===== src/rtl/bp_be_fe_cmd_adapter_if.sv =====
// Back-end <-> front-end command/queue bundle.
// Signal names carry the adapter's direction (_i into the adapter, _o out).
//   master : adapter view (drives *_o)
//   slave  : peer/driver view (drives *_i)
//   cmd_*          BE command push side
//   fe_cmd_*       command issue to FE (valid/yumi)
//   fe_queue_*     FE fetch/exception queue into adapter (valid/ready)
//   fetch_*        buffered fetch entries to BE (valid/yumi)
//   fe_waiting_o   FE parked, needs a non-attaboy command
interface bp_be_fe_cmd_adapter_if #(
    parameter int fe_cmd_width_p   = 64,
    parameter int fe_queue_width_p = 128
);
    logic [fe_cmd_width_p-1:0]   cmd_i;
    logic                        cmd_attaboy_i;
    logic                        cmd_v_i;
    logic                        cmd_ready_o;
    logic [fe_cmd_width_p-1:0]   fe_cmd_o;
    logic                        fe_cmd_v_o;
    logic                        fe_cmd_yumi_i;
    logic [fe_queue_width_p-1:0] fe_queue_i;
    logic                        fe_queue_exception_i;
    logic                        fe_queue_v_i;
    logic                        fe_queue_ready_o;
    logic [fe_queue_width_p-1:0] fetch_o;
    logic                        fetch_exception_o;
    logic                        fetch_v_o;
    logic                        fetch_yumi_i;
    logic                        fe_waiting_o;

    modport master (
        input  cmd_i, cmd_attaboy_i, cmd_v_i, fe_cmd_yumi_i,
               fe_queue_i, fe_queue_exception_i, fe_queue_v_i, fetch_yumi_i,
        output cmd_ready_o, fe_cmd_o, fe_cmd_v_o, fe_queue_ready_o,
               fetch_o, fetch_exception_o, fetch_v_o, fe_waiting_o
    );

    modport slave (
        output cmd_i, cmd_attaboy_i, cmd_v_i, fe_cmd_yumi_i,
               fe_queue_i, fe_queue_exception_i, fe_queue_v_i, fetch_yumi_i,
        input  cmd_ready_o, fe_cmd_o, fe_cmd_v_o, fe_queue_ready_o,
               fetch_o, fetch_exception_o, fetch_v_o, fe_waiting_o
    );
endinterface


===== src/rtl/bp_be_fe_cmd_adapter.sv =====
// BE-side peer of the FE command/queue interface.
//   - Command FIFO: buffers BE commands {attaboy, cmd}, issues to FE (valid/yumi).
//   - Fetch FIFO: absorbs FE queue entries {exception, entry}, issues to BE.
//   - Consuming a non-attaboy command flushes wrong-path fetches and restarts FE.
// Ports: clk_i, reset_n_i (async active-low), bus (master modport, see _if).
module bp_be_fe_cmd_adapter #(
    parameter int fe_cmd_width_p   = 64,
    parameter int fe_queue_width_p = 128,
    parameter int cmd_els_p        = 4,
    parameter int fetch_els_p      = 8
) (
    input  logic                   clk_i,
    input  logic                   reset_n_i,
    bp_be_fe_cmd_adapter_if.master bus
);
    localparam int CA_W = $clog2(cmd_els_p);
    localparam int CC_W = CA_W + 1;
    localparam int FA_W = $clog2(fetch_els_p);
    localparam int FC_W = FA_W + 1;

    // Payload storage, not reset
    logic [fe_cmd_width_p:0]   cmd_mem   [cmd_els_p];
    logic [fe_queue_width_p:0] fetch_mem [fetch_els_p];

    logic [CA_W-1:0] cmd_wptr_q, cmd_wptr_d, cmd_rptr_q, cmd_rptr_d;
    logic [CC_W-1:0] cmd_cnt_q, cmd_cnt_d;
    logic [FA_W-1:0] fetch_wptr_q, fetch_wptr_d, fetch_rptr_q, fetch_rptr_d;
    logic [FC_W-1:0] fetch_cnt_q, fetch_cnt_d;
    logic            waiting_q, waiting_d;

    logic cmd_full, cmd_empty, cmd_push, cmd_pop, head_attaboy;
    logic fetch_full, fetch_empty, fetch_push, fetch_pop, flush;

    assign cmd_full    = (cmd_cnt_q == CC_W'(cmd_els_p));
    assign cmd_empty   = (cmd_cnt_q == '0);
    assign fetch_full  = (fetch_cnt_q == FC_W'(fetch_els_p));
    assign fetch_empty = (fetch_cnt_q == '0);

    assign {head_attaboy, bus.fe_cmd_o}          = cmd_mem[cmd_rptr_q];
    assign {bus.fetch_exception_o, bus.fetch_o} = fetch_mem[fetch_rptr_q];

    assign bus.cmd_ready_o  = ~cmd_full;
    assign bus.fe_cmd_v_o   = ~cmd_empty;
    assign bus.fetch_v_o    = ~fetch_empty;
    assign bus.fe_waiting_o = waiting_q;
    // FE never enqueues while a non-attaboy command is presented to it
    assign bus.fe_queue_ready_o = ~fetch_full & ~waiting_q & ~(bus.fe_cmd_v_o & ~head_attaboy);

    assign cmd_push   = bus.cmd_v_i & ~cmd_full;
    assign cmd_pop    = bus.fe_cmd_yumi_i & ~cmd_empty;
    assign flush      = cmd_pop & ~head_attaboy;
    assign fetch_push = bus.fe_queue_v_i & bus.fe_queue_ready_o;
    // flush discards everything, so a same-cycle BE pop is moot
    assign fetch_pop  = bus.fetch_yumi_i & ~fetch_empty & ~flush;

    always_comb begin
        cmd_wptr_d   = cmd_wptr_q;
        cmd_rptr_d   = cmd_rptr_q;
        fetch_wptr_d = fetch_wptr_q;
        fetch_rptr_d = fetch_rptr_q;
        if (cmd_push)   cmd_wptr_d   = cmd_wptr_q + 1'b1;
        if (cmd_pop)    cmd_rptr_d   = cmd_rptr_q + 1'b1;
        if (fetch_push) fetch_wptr_d = fetch_wptr_q + 1'b1;
        if (fetch_pop)  fetch_rptr_d = fetch_rptr_q + 1'b1;
        cmd_cnt_d   = cmd_cnt_q + {{CA_W{1'b0}}, cmd_push} - {{CA_W{1'b0}}, cmd_pop};
        fetch_cnt_d = fetch_cnt_q + {{FA_W{1'b0}}, fetch_push} - {{FA_W{1'b0}}, fetch_pop};
        if (flush) begin
            fetch_wptr_d = '0;
            fetch_rptr_d = '0;
            fetch_cnt_d  = '0;
        end
        waiting_d = waiting_q;
        if (fetch_push & bus.fe_queue_exception_i) waiting_d = 1'b1;
        if (flush)                                  waiting_d = 1'b0;
    end

    always_ff @(posedge clk_i or negedge reset_n_i) begin
        if (!reset_n_i) begin
            cmd_wptr_q   <= '0;
            cmd_rptr_q   <= '0;
            cmd_cnt_q    <= '0;
            fetch_wptr_q <= '0;
            fetch_rptr_q <= '0;
            fetch_cnt_q  <= '0;
            waiting_q    <= 1'b1;
        end else begin
            cmd_wptr_q   <= cmd_wptr_d;
            cmd_rptr_q   <= cmd_rptr_d;
            cmd_cnt_q    <= cmd_cnt_d;
            fetch_wptr_q <= fetch_wptr_d;
            fetch_rptr_q <= fetch_rptr_d;
            fetch_cnt_q  <= fetch_cnt_d;
            waiting_q    <= waiting_d;
        end
    end

    always_ff @(posedge clk_i) begin
        if (cmd_push)   cmd_mem[cmd_wptr_q]     <= {bus.cmd_attaboy_i, bus.cmd_i};
        if (fetch_push) fetch_mem[fetch_wptr_q] <= {bus.fe_queue_exception_i, bus.fe_queue_i};
    end

    a_yumi_needs_valid: assert property (@(posedge clk_i) disable iff (!reset_n_i)
        bus.fe_cmd_yumi_i |-> bus.fe_cmd_v_o);
endmodule


===== src/flat_wrapper.sv =====
// flat-port wrapper written by rule: the top's interface ports become plain ports
module bp_be_fe_cmd_adapter_flat 
#(
    parameter int fe_cmd_width_p   = 64,
    parameter int fe_queue_width_p = 128,
    parameter int cmd_els_p        = 4,
    parameter int fetch_els_p      = 8
)
  (clk_i, reset_n_i, bus_cmd_i, bus_cmd_attaboy_i, bus_cmd_v_i, bus_fe_cmd_yumi_i, bus_fe_queue_i, bus_fe_queue_exception_i, bus_fe_queue_v_i, bus_fetch_yumi_i, bus_cmd_ready_o, bus_fe_cmd_o, bus_fe_cmd_v_o, bus_fe_queue_ready_o, bus_fetch_o, bus_fetch_exception_o, bus_fetch_v_o, bus_fe_waiting_o);
  bp_be_fe_cmd_adapter_if #(.fe_cmd_width_p(fe_cmd_width_p), .fe_queue_width_p(fe_queue_width_p)) bus_i ();
  input  logic clk_i;
  input  logic reset_n_i;
  input wire logic [$bits(bus_i.cmd_i)-1:0] bus_cmd_i;
  input wire logic [$bits(bus_i.cmd_attaboy_i)-1:0] bus_cmd_attaboy_i;
  input wire logic [$bits(bus_i.cmd_v_i)-1:0] bus_cmd_v_i;
  input wire logic [$bits(bus_i.fe_cmd_yumi_i)-1:0] bus_fe_cmd_yumi_i;
  input wire logic [$bits(bus_i.fe_queue_i)-1:0] bus_fe_queue_i;
  input wire logic [$bits(bus_i.fe_queue_exception_i)-1:0] bus_fe_queue_exception_i;
  input wire logic [$bits(bus_i.fe_queue_v_i)-1:0] bus_fe_queue_v_i;
  input wire logic [$bits(bus_i.fetch_yumi_i)-1:0] bus_fetch_yumi_i;
  output wire logic [$bits(bus_i.cmd_ready_o)-1:0] bus_cmd_ready_o;
  output wire logic [$bits(bus_i.fe_cmd_o)-1:0] bus_fe_cmd_o;
  output wire logic [$bits(bus_i.fe_cmd_v_o)-1:0] bus_fe_cmd_v_o;
  output wire logic [$bits(bus_i.fe_queue_ready_o)-1:0] bus_fe_queue_ready_o;
  output wire logic [$bits(bus_i.fetch_o)-1:0] bus_fetch_o;
  output wire logic [$bits(bus_i.fetch_exception_o)-1:0] bus_fetch_exception_o;
  output wire logic [$bits(bus_i.fetch_v_o)-1:0] bus_fetch_v_o;
  output wire logic [$bits(bus_i.fe_waiting_o)-1:0] bus_fe_waiting_o;
  assign bus_i.cmd_i = bus_cmd_i;
  assign bus_i.cmd_attaboy_i = bus_cmd_attaboy_i;
  assign bus_i.cmd_v_i = bus_cmd_v_i;
  assign bus_i.fe_cmd_yumi_i = bus_fe_cmd_yumi_i;
  assign bus_i.fe_queue_i = bus_fe_queue_i;
  assign bus_i.fe_queue_exception_i = bus_fe_queue_exception_i;
  assign bus_i.fe_queue_v_i = bus_fe_queue_v_i;
  assign bus_i.fetch_yumi_i = bus_fetch_yumi_i;
  assign bus_cmd_ready_o = bus_i.cmd_ready_o;
  assign bus_fe_cmd_o = bus_i.fe_cmd_o;
  assign bus_fe_cmd_v_o = bus_i.fe_cmd_v_o;
  assign bus_fe_queue_ready_o = bus_i.fe_queue_ready_o;
  assign bus_fetch_o = bus_i.fetch_o;
  assign bus_fetch_exception_o = bus_i.fetch_exception_o;
  assign bus_fetch_v_o = bus_i.fetch_v_o;
  assign bus_fe_waiting_o = bus_i.fe_waiting_o;
  bp_be_fe_cmd_adapter #(.fe_cmd_width_p(fe_cmd_width_p), .fe_queue_width_p(fe_queue_width_p), .cmd_els_p(cmd_els_p), .fetch_els_p(fetch_els_p)) u_core (.clk_i(clk_i), .reset_n_i(reset_n_i), .bus(bus_i));
endmodule

===== config.mk =====
export PLATFORM = sky130hd
export DESIGN_NAME = bp_be_fe_cmd_adapter_flat
export DESIGN_NICKNAME = d
export VERILOG_FILES = /design/src/rtl/bp_be_fe_cmd_adapter_if.sv /design/src/rtl/bp_be_fe_cmd_adapter.sv /design/src/flat_wrapper.sv
export SDC_FILE = /design/constraint.sdc
export NUM_CORES = 1
export LEC_CHECK = 0
export ABC_AREA = 1
export CORE_UTILIZATION = 45
export CTS_BUF_LIST = sky130_fd_sc_hd__clkbuf_4 sky130_fd_sc_hd__clkbuf_8 sky130_fd_sc_hd__clkbuf_16
export DETAILED_ROUTE_END_ITERATION = 16
export SYNTH_ARGS = -nofsm -noshare
export SYNTH_HDL_FRONTEND = slang
export SYNTH_SLANG_ARGS = --single-unit

===== constraint.sdc =====
create_clock -name clk_i -period 12.23 [get_ports clk_i]
set_input_delay 2.446 -clock clk_i [delete_from_list [all_inputs] [get_ports clk_i]]
set_output_delay 2.446 -clock clk_i [all_outputs]
set_load 0.02 [all_outputs]

==> key figures <==
GRT
  – Grt ovf: 0
  – Gr usage total: 0.2015
  – First-pass GRT wire length: 172900 um
  – Number of global-route vias before repair: 28520
  – Largest net degree at the start of global routing: 223
  – Initial antenna violation count: 24

Synth
  – Top_reg_cell synth: edfxtp_1
  – Syn Area/Cell: 14.95 um^2
  – Post-synth top area share: 0.7660
  – Synth Warn #: 0
  – Synth cell types: 29
  – Top cells by count, synth: edfxtp_1 (1292), nand2_1 (414), nor2_1 (408), o21ai_0 (389), o22ai_1 (322)
  – Synth area leaders: edfxtp_1 (77%), mux2i_1 (5.1%), o22ai_1 (4.0%)
  – Seq cells post-synth: 1310
  – Synthesized cell area: 50650 um^2
  – Syn nets: 3605
  – Post-synthesis sequential area ratio: 0.7749
  – Mapped Cells: 3389
  – Dominant cell type by area after synthesis: edfxtp_1
  – Post-synth EDFFs: 1292
  – Ys async rst share: 0.01374
  – Count leader, synth: edfxtp_1

CTS
  – Sink Count: 1310
  – Inserted Clock Buffers: 138
  – Post-CTS Setup Bufs: 0
  – Post-CTS Hold Fix Bufs: 0
  – Max Buffers Root-to-Sink: 3
  – Clock Latency Late Sink: 0.73 ns
  – Post-CTS sizing: 0
  – H-tree depth: 4
  – Clock root buffer: clkbuf_16
  – Worst-path clk slew: 0.06 ns
  – CTS tree: done

Finish
  – Area growth syn-to-layout: 18.79%
  – Post-route cell area: 60170 um^2
  – Share of cells above drive strength 1: 0.07465
  – NumNets Final: 3968

Floorplan
  – I/O pin count: 398
  – Initial Util: 0.4558
  – Die Wd: 337.5 um
  – Die Ht: 337.5 um
  – Row cnt: 122
  – Die area: 113900 um^2
  – Core ar.: 111100 um^2

Min path
  – Worst hold path class: flip-flop to flip-flop

Setup path
  – CP max stage cell: buf_4
  – Worst path bufs/invs: 3
  – Max stage delay on crit path: 0.85 ns
  – CP arrival: 4.40 ns
  – Delay-heaviest family, CP: buffers and inverters
  – Crit Path Category: flip-flop to output port
  – Crit start category: flip-flop
  – Endpoint class of the critical path: output port
  – Critical Path RT: 9.78 ns
  – Reg2Reg Setup Slack: 7.80 ns
  – Critical Path Fanout Max: 69
  – CP cell instances: buf_4 > buf_4 > o21ai_0 > o22ai_1 > nand2_1 > nand2_1 > clkdlybuf4s50_1

Drt
  – DR pass1 iterations: 5
  – Via count: 28700
  – Final WL: 115300 um
  – WL per Instance: 21.56 um
  – Final ANT Viol Nets: 0
  – Remaining DRCs: 0
  – Starting DRC count in detailed routing: 1880
  – Drt via density: 5.365

STA
  – RSZ-0062 raised after global routing: false
  – Final setup vio count: 0
  – Slew Limit Fails: 0
  – Max Clk Rate: 0.1461 GHz
  – Crit share post-route: 0.5597
  – Final Hold Viols: 0
  – Setup TNS: 0 ns
  – Max-slew headroom: 0.1248
  – Final Skew: 0.01843 ns
  – Slew @ Worst Pin: 1.313 ns
  – Min Tclk post-route: 6.845 ns

Placement
  – Port Buffers: 397
  – DP HPWL: 58890 um
  – Gp weighted congestion: 0.7190
  – Area of placed instances: 55730 um^2

Power
  – Static leakage: 20.11 nW
  – Worst VDD drop: 0.1702 mV
  – Power per Cell Area: 247.3 nW/um^2

Run
  – Max-cap viol count: 0

Status
  – Status: finished, final reports clean
per-stage QoR:
stage	hold WS [ns]	worst slack, ns	util	cells	power, mW
2_1_floorplan	0.5028	3.548	-	3389	8.896
3_3_place_gp	0.4672	6.153	0.5015	5100	10.93
3_5_place_dp	0.4706	6.175	0.5015	5100	10.97
4_1_cts	0.4797	5.355	0.5414	5346	15.05
5_1_grt	0.4903	5.160	0.5414	5347	15.63
6_report	0.4771	5.385	0.5414	5349	14.88
per-layer routing:
metal  track usage  vias up  wire length (um)
li1              -    13520                 -
met1        0.2567    14290             48360
met2        0.3257      665             55010
met3       0.07130      185              9647
met4       0.05526       40              2059
met5             0        -               230
path summary, 6_finish.rpt:
path	start	end	cells after the start
setup / recovery	u_core.fetch_rptr_q[0]	bus_fetch_o[77]	7
hold / removal	u_core.bus.fe_waiting_o	u_core.bus.fe_waiting_o	2
setup reg to reg	u_core.cmd_rptr_q[0]	u_core.fetch_mem[3][89]	11
hold reg to reg	u_core.bus.fe_waiting_o	u_core.bus.fe_waiting_o	2
max in group asynchronous	reset_n_i	u_core.fetch_rptr_q[2]	1
min in group asynchronous	reset_n_i	u_core.cmd_cnt_q[0]	1
cell usage in the layout, fill, tap and decap left out, drive strengths merged:
cell type and n:
a21oi 4, buf 39, o22ai 322, clkinv 45, clkdlybuf4s50 397, nand2 418, o21ai 389, nand4 1
nand3 10, bufinv 8, clkbuf 187, diode 3, mux2i 258, xor2 4, dfstp 1, dfrtp 17
edfxtp 1292, inv 37, fa 2, ha 14, clkinvlp 2, xnor2 3, nor2 408
final cells by class:
cell class	count	area (um^2)
flip-flops and latches	1310	39270
fillers	9153	50960
repair buffers	436	4354
clock buffers	187	3909
inverters	33	137.6
diodes	3	7.507
multi-input cells	1833	10110
well taps	1488	1862
clock inverters	59	521.8
power by group:
group / switching [mW] / internal [mW] / leakage [nW]
registers: 0.192 / 5.44 / 11.9
logic: 3.28 / 1.91 / 5.98
clock network: 1.65 / 2.41 / 2.23
worst register-to-register path: cells and delay by family (launching register included):
family	cells	cell delay, ns
flops	1	0.77
simple gates	7	0.82
buf+inv	4	2.38
registers in the layout, indices dropped and copies added, names as in the netlist:
register and count:
u_core.fetch_wptr_q 3, u_core.fetch_cnt_q 4, u_core.cmd_rptr_q 2, u_core.cmd_cnt_q 3
u_core.cmd_mem 260, u_core.cmd_wptr_q 2, u_core.bus.fe_waiting_o 1, u_core.fetch_rptr_q 3
u_core.fetch_mem 1032
logic make-up after synthesis:
logic type / synth area share
and+or+nand+nor: 0.06277
muxes: 0.05099
buffers and inverters: 0.02727
adders and majority gates: 0.004249
AOI/OAI and AO/OA: 0.07860
xor gates and xnor gates: 0.001210
DFF: 0.7749
Note: power is estimated with default switching activity, not from simulation.
